## src/rtl/mem_align_seq_pkg.sv

```systemverilog
// mem_align_seq_pkg
// Shared encodings for the memory alignment sequencer: the data RAM stage
// store/load opcodes, the sequencer FSM states and a helper that gives the
// index of the last byte touched by an access.
// Ports: none (package).
package mem_align_seq_pkg;

  typedef enum logic [1:0] {
    ST_SB   = 2'b00,
    ST_SH   = 2'b01,
    ST_SW   = 2'b10,
    ST_NONE = 2'b11
  } store_op_e;

  typedef enum logic [2:0] {
    LD_LB   = 3'b000,
    LD_LH   = 3'b001,
    LD_LW   = 3'b010,
    LD_LBU  = 3'b011,
    LD_LHU  = 3'b100,
    LD_NONE = 3'b111
  } load_op_e;

  typedef enum logic {
    S_IDLE  = 1'b0,
    S_SPLIT = 1'b1
  } state_e;

  // Only the five architectural load codes count as loads; anything else
  // behaves like "no load".
  function automatic logic load_known(input logic [2:0] ld);
    case (ld)
      LD_LB, LD_LH, LD_LW, LD_LBU, LD_LHU: load_known = 1'b1;
      default:                             load_known = 1'b0;
    endcase
  endfunction

  // Access size minus one (0 byte, 1 halfword, 3 word).
  function automatic logic [1:0] last_byte_idx(input logic       is_store,
                                               input logic [1:0] st,
                                               input logic [2:0] ld);
    if (is_store) begin
      case (st)
        ST_SH:   last_byte_idx = 2'd1;
        ST_SW:   last_byte_idx = 2'd3;
        default: last_byte_idx = 2'd0;
      endcase
    end else begin
      case (ld)
        LD_LH, LD_LHU: last_byte_idx = 2'd1;
        LD_LW:         last_byte_idx = 2'd3;
        default:       last_byte_idx = 2'd0;
      endcase
    end
  endfunction

endpackage

```

## src/rtl/mem_align_ext.sv

```systemverilog
// mem_align_ext
// Combinational final assembly of a split load: drops the last byte read
// into its little-endian slot of the accumulator and applies the sign or
// zero extension that the original load opcode asks for.
// Ports:
//   acc_data  in  32  bytes gathered in earlier split cycles (others zero)
//   last_byte in  8   byte returned by the RAM in the final cycle
//   byte_idx  in  2   slot of last_byte
//   load_op   in  3   original load opcode
//   data      out 32  writeback value
module mem_align_ext
  import mem_align_seq_pkg::*;
(
  input  logic [31:0] acc_data,
  input  logic [7:0]  last_byte,
  input  logic [1:0]  byte_idx,
  input  logic [2:0]  load_op,
  output logic [31:0] data
);

  logic [31:0] assembled;

  always_comb begin
    assembled = acc_data;
    assembled[{byte_idx, 3'b000} +: 8] = last_byte;
    case (load_op)
      LD_LB:   data = {{24{assembled[7]}}, assembled[7:0]};
      LD_LH:   data = {{16{assembled[15]}}, assembled[15:0]};
      LD_LBU:  data = {24'h0, assembled[7:0]};
      LD_LHU:  data = {16'h0, assembled[15:0]};
      default: data = assembled;
    endcase
  end

endmodule

```

## src/rtl/mem_align_seq.sv

```systemverilog
// mem_align_seq
// Sits between the execute stage and the data RAM stage. Aligned accesses
// pass straight through with no added latency. Misaligned halfword/word
// accesses are split into byte accesses (SB / LBU) at consecutive addresses,
// one per cycle, stalling the upstream pipeline until the last byte.
// Build option: define MISALIGN_TRAP_EN to flag misaligned accesses on
// misalign_trap instead of splitting them.
// Ports:
//   CLK, RST                 clock, synchronous active-high reset
//   req_valid/addr/wdata     memory op from execute stage
//   req_store/req_load       op encodings (11 / 111 = none)
//   ram_addr/wdata/store/load  drive to the data RAM stage
//   ram_rdata                load result from the data RAM stage
//   stall                    freeze upstream while a split is in flight
//   rsp_valid/rsp_data       load writeback
//   misalign_trap            misaligned access flag (trap build only)
module mem_align_seq
  import mem_align_seq_pkg::*;
(
  input  logic        CLK,
  input  logic        RST,
  input  logic        req_valid,
  input  logic [31:0] req_addr,
  input  logic [31:0] req_wdata,
  input  logic [1:0]  req_store,
  input  logic [2:0]  req_load,
  output logic [31:0] ram_addr,
  output logic [31:0] ram_wdata,
  output logic [1:0]  ram_store,
  output logic [2:0]  ram_load,
  input  logic [31:0] ram_rdata,
  output logic        stall,
  output logic        rsp_valid,
  output logic [31:0] rsp_data,
  output logic        misalign_trap
);

  state_e      state;
  logic [1:0]  byte_cnt;
  logic [1:0]  last_q;
  logic [31:0] addr_q;
  logic [31:0] wdata_q;
  logic        store_q;
  logic [2:0]  load_q;
  logic [31:0] acc;

  logic        is_store;
  logic        is_load;
  logic        is_op;
  logic        misaligned;
  logic [1:0]  last_idx;
  logic [2:0]  span;
  logic [31:0] ext_data;

  // An access is misaligned when its last byte falls into the next word;
  // a store takes priority over a simultaneous load.
  always_comb begin
    is_store   = (req_store != ST_NONE);
    is_load    = !is_store && load_known(req_load);
    is_op      = req_valid && (is_store || is_load);
    last_idx   = last_byte_idx(is_store, req_store, req_load);
    span       = {1'b0, req_addr[1:0]} + {1'b0, last_idx};
    misaligned = is_op && span[2];
  end

  mem_align_ext u_ext (
    .acc_data  (acc),
    .last_byte (ram_rdata[7:0]),
    .byte_idx  (byte_cnt),
    .load_op   (load_q),
    .data      (ext_data)
  );

  // RAM-side and response outputs. In IDLE the request drives the RAM
  // directly (byte 0 of a split is issued here too); in SPLIT the captured
  // request plus byte counter drives it. Reset forces a quiet interface.
  always_comb begin
    ram_addr      = req_addr;
    ram_wdata     = req_wdata;
    ram_store     = ST_NONE;
    ram_load      = LD_NONE;
    stall         = 1'b0;
    rsp_valid     = 1'b0;
    rsp_data      = ram_rdata;
    misalign_trap = 1'b0;

    if (state == S_IDLE) begin
      if (is_op && !misaligned) begin
        ram_store = is_store ? req_store : ST_NONE;
        ram_load  = is_store ? LD_NONE : req_load;
        rsp_valid = is_load;
      end else if (misaligned) begin
`ifdef MISALIGN_TRAP_EN
        misalign_trap = 1'b1;
`else
        ram_wdata = {24'h0, req_wdata[7:0]};
        ram_store = is_store ? ST_SB : ST_NONE;
        ram_load  = is_store ? LD_NONE : LD_LBU;
        stall     = 1'b1;
`endif
      end
    end else begin
      ram_addr  = addr_q + {30'h0, byte_cnt};
      ram_wdata = {24'h0, wdata_q[{byte_cnt, 3'b000} +: 8]};
      ram_store = store_q ? ST_SB : ST_NONE;
      ram_load  = store_q ? LD_NONE : LD_LBU;
      stall     = (byte_cnt != last_q);
      if (byte_cnt == last_q && !store_q) begin
        rsp_valid = 1'b1;
        rsp_data  = ext_data;
      end
    end

    if (RST) begin
      ram_wdata     = 32'h0;
      ram_store     = ST_NONE;
      ram_load      = LD_NONE;
      stall         = 1'b0;
      rsp_valid     = 1'b0;
      misalign_trap = 1'b0;
    end
  end

  // Split sequencer. Byte 0 is consumed in the acceptance cycle, so the
  // counter starts at 1 on entry to SPLIT; the accumulator is cleared on
  // exit so the next split starts from zero in its upper bytes.
  always_ff @(posedge CLK) begin
    if (RST) begin
      state    <= S_IDLE;
      byte_cnt <= 2'd0;
      acc      <= 32'h0;
      last_q   <= 2'd0;
      addr_q   <= 32'h0;
      wdata_q  <= 32'h0;
      store_q  <= 1'b0;
      load_q   <= LD_NONE;
    end else begin
      case (state)
        S_IDLE: begin
`ifndef MISALIGN_TRAP_EN
          if (misaligned) begin
            state    <= S_SPLIT;
            byte_cnt <= 2'd1;
            last_q   <= last_idx;
            addr_q   <= req_addr;
            wdata_q  <= req_wdata;
            store_q  <= is_store;
            load_q   <= req_load;
            acc      <= {24'h0, ram_rdata[7:0]};
          end
`endif
        end
        S_SPLIT: begin
          acc[{byte_cnt, 3'b000} +: 8] <= ram_rdata[7:0];
          if (byte_cnt == last_q) begin
            state    <= S_IDLE;
            byte_cnt <= 2'd0;
            acc      <= 32'h0;
          end else begin
            byte_cnt <= byte_cnt + 2'd1;
          end
        end
        default: state <= S_IDLE;
      endcase
    end
  end

endmodule

```

## config.mk

```make
export PLATFORM = sky130hd
export DESIGN_NAME = mem_align_seq
export DESIGN_NICKNAME = d
export VERILOG_FILES = /design/src/rtl/mem_align_seq_pkg.sv /design/src/rtl/mem_align_ext.sv /design/src/rtl/mem_align_seq.sv
export SDC_FILE = /design/constraint.sdc
export NUM_CORES = 1
export LEC_CHECK = 0
export BUFFER_PORTS_ARGS = -buffer_cell sky130_fd_sc_hd__buf_2
export CORE_UTILIZATION = 40
export DETAILED_ROUTE_END_ITERATION = 10
export PLACE_DENSITY = 0.74
export SETUP_SLACK_MARGIN = 0.3
export SYNTH_ARGS = -nofsm -noshare
export SYNTH_HDL_FRONTEND = slang
export SYNTH_SLANG_ARGS = --single-unit
```

## constraint.sdc

```tcl
create_clock -name CLK -period 3.87 [get_ports CLK]
set_clock_uncertainty 0.15 [all_clocks]
set_input_delay 0.387 -clock CLK [delete_from_list [all_inputs] [get_ports CLK]]
set_output_delay 0.387 -clock CLK [all_outputs]
set_load 0.03 [all_outputs]
```

==> reports/summary.txt, run 1 <==
Die Ht -> 136 um
register area -> 2100 um^2
post-route setup slack -> 381 ps
Slew Limit Fails -> 0
register share of total power -> 40.0%
Hold Path Depth -> 3
Final GP Congestion -> 0.812
Critical Path Sink Type -> output pin
CP startpoint kind -> flip-flop
Cells after Synth -> 879
antenna violations before repair -> 1
Min Hold Slack -> 140 ps
syn nets -> 994
Slew HR -> 35.2%
final cycle utilization of the critical path -> 90.2%
Die W -> 136 um
highest clock rate -> 287 MHz
initial DRC count -> 671
Switching Share -> 35.9%
H-tree levels -> 3
largest net degree at the start of global routing -> 81
clk slew on worst S/H paths -> 70 ps
fillers -> 1671
CTS tree -> yes
row count -> 48
status -> complete, no violations
Crit Path Class -> flip-flop to output pin
CTS Root Buffer Type -> clkbuf_16
largest buffer count on any clock path -> 2
Routed WL per cell -> 18.5 um
Hold Path Class -> input port to flip-flop
Post-route DRC -> 0
crit path max fanout -> 16
commonest non-fill, non-tap cell in the layout -> buf_2
Final min period -> 3490 ps
GRT Overall Usage -> 24.5%
worst reg2reg startpoint -> state
most frequent cells in the layout -> buf_2, dfxtp_1, a21oi_1
Peak VDD IR -> 0.212 mV
CTS buffer count -> 9
# port buffers -> 206
Synth Area per Inst -> 8.15 um^2
area of the die -> 18400 um^2
fraction of layout cells with a size suffix above 1 -> 27.5%
slew at the pin closest to its max-slew limit -> 972 ps
vias in the first global route -> 6843
post-route ant nets -> 0
Initial Utilization -> 41.1%
P_sw -> 1.03 mW
total grt overflow -> 0
Internal -> 1.85 mW
IO Pins -> 208
clock latency on the worst-skew pair -> 360 ps
synthesized area -> 7160 um^2
Critical Path Source -> addr_q[0]
Core Footprint -> 17400 um^2
worst reg-to-reg path cell count -> 4
worst endpoint required time -> 3330 ps
pwr dens -> 336 nW/um^2
Vias -> 7608
unique cell type count in the Yosys netlist -> 71
clock power share -> 31.8%
Combinational Power Share -> 28.1%
Top FF cell, synth -> dfxtp_1
Synth area leader -> dfxtp_1
DR vias/cell -> 6.09
Area contributors post-synth -> dfxtp_1, o31ai_1, a21oi_1, nand4_1, nor2_1
Yosys top cell area share -> 29.3%
setup TNS -> 0 ps
endpoints failing hold -> 0
Syn. warnings -> 0
first-pass detailed-route iteration total -> 5
register area share after synthesis -> 29.3%
multi-input combinational cell area -> 4590 um^2
RSZ-0062 raised after global routing -> yes
MaxCap Viol Count -> 0
min-delay src -> req_wdata[31]
dpl ws -> 275 ps
Post-synth EDFFs -> 0
Synth-to-Final Area Change -> 19.8%
clk sink count -> 105
post-detail-place hpwl -> 15000 um
Final Power -> 2.88 mW
Post-layout nets -> 1134
Leakage -> 3.20 nW
Detailed Route WL -> 23200 um
# setup viols final -> 0
CP arrival -> 2950 ps
global-route wire length before repair -> 35900 um
#FFs+latches synth -> 105
ys async rst share -> 0%
## worst max-delay path: stages, from the launching register on
cell	delay, ps
dfxtp_1	390
ha_2	260
inv_1	70
fa_2	380
and4b_2	370
nand2_4	130
or4_1	510
a31oi_2	240
clkbuf_4	230
## state kept, by name, indices dropped and copies added, names as in the netlist
name and cells:
byte_cnt 2, last_q 2, acc 32, addr_q 32
store_q 1, state 1, wdata_q 32, load_q 3
## cell families (layout without fill, tap and decap cells)
group	after synthesis	after routing	share of synthesized area, %
AO/OA/AOI/OAI	326	327	32.7
XOR/XNOR	19	19	2.32
adder cells (fa/ha/maj)	11	11	2.03
buffers and inverters	130	274	8.21
flip-flops	105	105	29.3
multiplexers	22	22	4.52
other	1	2	0.0524
AND/OR/NAND/NOR	265	265	20.8
## per-stage QoR
stage	utilization (%)	instances	area, um^2
finish	49.3	1250	8580
global route	49.3	1249	8580
CTS	48.9	1248	8520
detailed placement	47.1	1230	8200
global placement	47.1	1230	8200
floorplan	-	879	7160
## power by group through the flow
stage,Sequential [mW],Combinational [mW],Clock [mW]
floorplan,1.17,0.553,0
global placement,1.18,0.783,0
detailed placement,1.18,0.792,0
CTS,1.15,0.797,0.934
global route,1.16,0.868,0.977
finish,1.15,0.812,0.919
## cells in the mapped netlist (3+ instances only)
cell type,number
a32oi_1,16
a31oi_1,22
a221oi_1,15
o21ai_0,8
o31ai_1,77
o2bb2ai_1,26
nand2_1,16
a31o_2,3
or4_1,14
o21bai_1,8
buf_6,3
xnor2_1,9
clkbuf_8,3
nand3_1,11
buf_2,30
and2_1,25
dfxtp_1,105
ha_1,10
xor2_1,10
nor2b_1,13
mux2i_1,11
nor2_1,77
o22a_1,24
buf_1,9
inv_1,29
or3_1,7
a21oi_1,93
a22o_1,7
nand2b_1,4
mux2_2,3
clkbuf_1,51
and4_1,4
a211oi_1,9
mux4_2,8
nand4_1,73
## per-layer routing
layer  share of wire, %  up-vias  track usage (%)
met4                1.4        0             6.99
met2                 47      321             39.0
li1                   -     3690                -
met1                 45     3567             33.6
met5                  0        -                0
met3                6.3       30             4.33
## final timing paths
check / endpoint / slack, ps
hold reg to reg: acc[15] / 310
hold / removal: wdata_q[31] / 140
setup reg to reg: last_q[0] / 1040
setup / recovery: ram_addr[30] / 380
## area by class of cell
class                      instances  share of cell area, %
clock buffer                      12                   2.99
sequential                       105                   24.5
inverter                          30                   1.31
timing repair buffer             228                   14.1
antenna                            1                 0.0292
multi-input combinational        645                   53.4
tap                              225                   3.28
clock inverter                     4                  0.394
## what timing repair did
item                       in CTS  in global routing
hold endpoints to repair        0                  0
pin swaps                       1                  0
setup endpoints to repair      48                 54
hold buffers                    0                  0
cloned                          0                  1
resized for setup               5                  8
setup buffers                   2                  0
(Power assumes the default switching activity.)
==> run 2, diff against run 1 <==
--- a/config.mk
+++ b/config.mk
@@ -8,8 +8,9 @@
 export BUFFER_PORTS_ARGS = -buffer_cell sky130_fd_sc_hd__buf_2
 export CORE_UTILIZATION = 40
 export DETAILED_ROUTE_END_ITERATION = 10
-export PLACE_DENSITY = 0.74
+export PLACE_DENSITY = 0.75
 export SETUP_SLACK_MARGIN = 0.3
 export SYNTH_ARGS = -nofsm -noshare
 export SYNTH_HDL_FRONTEND = slang
+export SYNTH_HIERARCHICAL = 1
 export SYNTH_SLANG_ARGS = --single-unit
==> run 2 against run 1 <==
Synthesized cell count rose by 0.80%; clock-buffer cell count unchanged; worst hold slack better by 2.8 ps; design area fell by 1.6%; clock power rose by 5.2%; worst setup slack improved by 110 ps; register-to-register slack improved by 430 ps; synthesized area is 2.7% lower; core utilization grew 0.93 points; critical path depth rose by 1; largest cell class unchanged.
==> reports/summary.txt, run 2 <==
clk slew on worst S/H paths -> 70 ps (about the same)
complex-gate fraction of the synthesized area -> 23.8% (-8.9 points)
number of gates resized after CTS -> 0 (-5)
post-route ant nets -> 0 (unchanged)
DR vias/cell -> 5.67 (-6.8%)
GRT Overall Usage -> 22.9% (-1.5 points)
post-detail-place hpwl -> 14800 um (-1.6%)
Die W -> 134 um (-1.4%)
Slew Limit Fails -> 0 (unchanged)
combinational family with the most area after synthesis -> compound AO/OA/AOI/OAI gates
pwr dens -> 339 nW/um^2 (+0.76%)
antenna violations before repair -> 0 (-1)
clock latency on the worst-skew pair -> 350 ps (about the same)
CTS buffer count -> 9 (unchanged)
register area share after synthesis -> 30.2% (+0.82 points)
Area contributors post-synth -> dfxtp_1, a21oi_1, mux2_2, o21ai_0, nand3_1
Placed Area -> 8080 um^2 (-1.5%)
endpoints failing hold -> 0 (unchanged)
Antenna diodes -> 0 (-1)
Top FF cell, synth -> dfxtp_1
setup TNS -> 0 ps (unchanged)
total grt overflow -> 0 (unchanged)
mux contribution to synthesized area -> 11.3% (+6.7 points)
Leakage -> 3.35 nW (+4.7%)
xor and xnor area share after synthesis -> 3.77% (+1.4 points)
Final GP Congestion -> 0.885 (+9.0%)
# hold bufs at CTS -> 0 (unchanged)
first-pass detailed-route iteration total -> 5 (unchanged)
RR Endpoint -> acc[4]
Detailed Route WL -> 20900 um (-9.6%)
Crit Path Class -> flip-flop to output pin
global-route wire length before repair -> 33200 um (-7.3%)
simple-gate share of the synthesized area -> 20.7% (-0.12 points)
Post-synth EDFFs -> 0 (unchanged)
Syn. warnings -> 6 (+6)
crit path max fanout -> 8 (-8)
vias in the first global route -> 6680 (-2.4%)
clk sink count -> 105 (unchanged)
# port buffers -> 206 (unchanged)
Routed WL per cell -> 16.5 um (-11%)
CTS Root Buffer Type -> clkbuf_16
Synth Area per Inst -> 7.86 um^2 (-3.5%)
H-tree levels -> 3 (unchanged)
min-delay src -> req_addr[6]
CP arrival -> 2840 ps (-110 ps)
commonest non-fill, non-tap cell in the layout -> buf_2
IO Pins -> 208 (unchanged)
status -> complete, no violations
Vias -> 7203 (-5.3%)
#FFs+latches synth -> 105 (unchanged)
syn nets -> 1005 (+1.1%)
CP startpoint kind -> flip-flop
unique cell type count in the Yosys netlist -> 63 (-11%)
final cycle utilization of the critical path -> 87.2% (-2.9 points)
slew at the pin closest to its max-slew limit -> 727 ps (-245 ps)
Hold Path Depth -> 3 (unchanged)
synthesized area -> 6970 um^2 (-2.7%)
Slew HR -> 51.5% (+16 points)
# setup viols final -> 0 (unchanged)
Post-route DRC -> 0 (unchanged)
largest net degree at the start of global routing -> 68 (-16%)
Cells after Synth -> 886 (+0.80%)
largest registers -> acc: 32 flops, addr_q: 32 flops, wdata_q: 32 flops
area of the die -> 18000 um^2 (-2.7%)
Core Footprint -> 16800 um^2 (-3.4%)
most frequent cells in the layout -> buf_2, a21oi_1, dfxtp_1
end of the worst hold path -> addr_q[6]
highest clock rate -> 296 MHz (+3.4%)
Final min period -> 3380 ps (-114 ps)
row count -> 47 (-2.1%)
Synth area leader -> dfxtp_1
Initial Utilization -> 41.4% (+0.30 points)
worst reg2reg startpoint -> byte_cnt[1]
Synth Area in Adders -> 2.80% (+0.78 points)
fraction of layout cells with a size suffix above 1 -> 29.8% (+2.3 points)
Critical Path Sink Type -> output pin
Post-layout nets -> 1164 (+2.6%)
Synth-to-Final Area Change -> 21.2%
Peak VDD IR -> 0.177 mV (-16%)
Die Ht -> 134 um (-1.4%)
Post-synth top cells -> a21oi_1, dfxtp_1, o21ai_0
post-route cell area -> 8440 um^2 (-1.6%)
setup slack on the worst flop-to-flop path -> 1470 ps (+430 ps)
worst endpoint required time -> 3330 ps (about the same)
Critical Path Source -> byte_cnt[0]
Yosys top cell area share -> 30.2% (+0.82 points)
Hold Path Class -> input port to flip-flop
largest buffer count on any clock path -> 2 (unchanged)
MaxCap Viol Count -> 0 (unchanged)
RSZ-0062 raised after global routing -> no
initial DRC count -> 455 (-32%)
most frequent cell after synthesis -> a21oi_1
worst reg-to-reg path cell count -> 6 (+2)
ys async rst share -> 0% (unchanged)
CTS tree -> yes
run 2: power breakdown:
group	total [mW]	switching, mW	internal, mW
Clock	0.967	0.411	0.555
Combinational	0.738	0.492	0.246
Sequential	1.15	0.0365	1.12
Total	2.86	0.940	1.92
run 2: final cells by class:
cell class              instances  area, um^2
multi-input cells             657        4360
flip-flops and latches        105        2100
repair buffers                222        1200
well taps                     220         275
fillers                      1654        8380
clock inverters                 4        48.8
inverters                      50         188
clock buffers                  12         267
run 2: repair_timing:
action / CTS / global route
setup buffers: 0 / 3
setup endpoints to repair: 0 / 24
endpoints found under the hold margin: 0 / 0
run 2: kinds of logic (layout without fill, tap and decap cells):
logic type | after synthesis | in the layout
AOI/OAI and AO/OA | 277 | 277
buffers and inverters | 124 | 288
muxes | 63 | 63
other | 1 | 1
xor gates and xnor gates | 30 | 30
DFF | 105 | 105
adders and majority gates | 15 | 15
and+or+nand+nor | 271 | 271
run 2: how the worst max path moves through the flow:
| stage | endpoint | slack [ps] | cells after the start |
|---|---|---|---|
| 3_3_place_gp | ram_wdata[24] | 680 | 10 |
| 2_1_floorplan | ram_addr[12] | 510 | 9 |
| 4_1_cts | rsp_data[22] | 380 | 8 |
| 3_5_place_dp | ram_wdata[23] | 600 | 10 |
| 6_report | ram_addr[12] | 490 | 9 |
| 5_1_grt | ram_addr[28] | 310 | 9 |
run 2: metrics by stage:
step | hold slack, ps | total power, mW | setup WS (ps) | util, % | std cells
2_1_floorplan | 301 | 1.68 | 505 | - | 886
3_3_place_gp | 311 | 1.90 | 678 | 48.0 | 1251
3_5_place_dp | 316 | 1.91 | 601 | 48.0 | 1251
4_1_cts | 134 | 2.87 | 383 | 49.9 | 1267
5_1_grt | 139 | 2.98 | 314 | 50.2 | 1270
6_report | 143 | 2.86 | 495 | 50.2 | 1270
run 2: critical path: stages (launching register included):
cell	delay, ps
dfxtp_1	390
ha_1	190
inv_1	60
fa_1	400
nor2b_1	330
and3_1	420
and4_2	280
xnor2_1	130
a21oi_1	90
buf_2	200
run 2: per-layer routing:
layer,up-vias,track usage (%),share of wire (%)
met5,-,0,0
met4,0,7.95,2.1
met3,31,3.59,6.6
met2,298,38.8,48
met1,3339,29.5,44
li1,3535,-,-
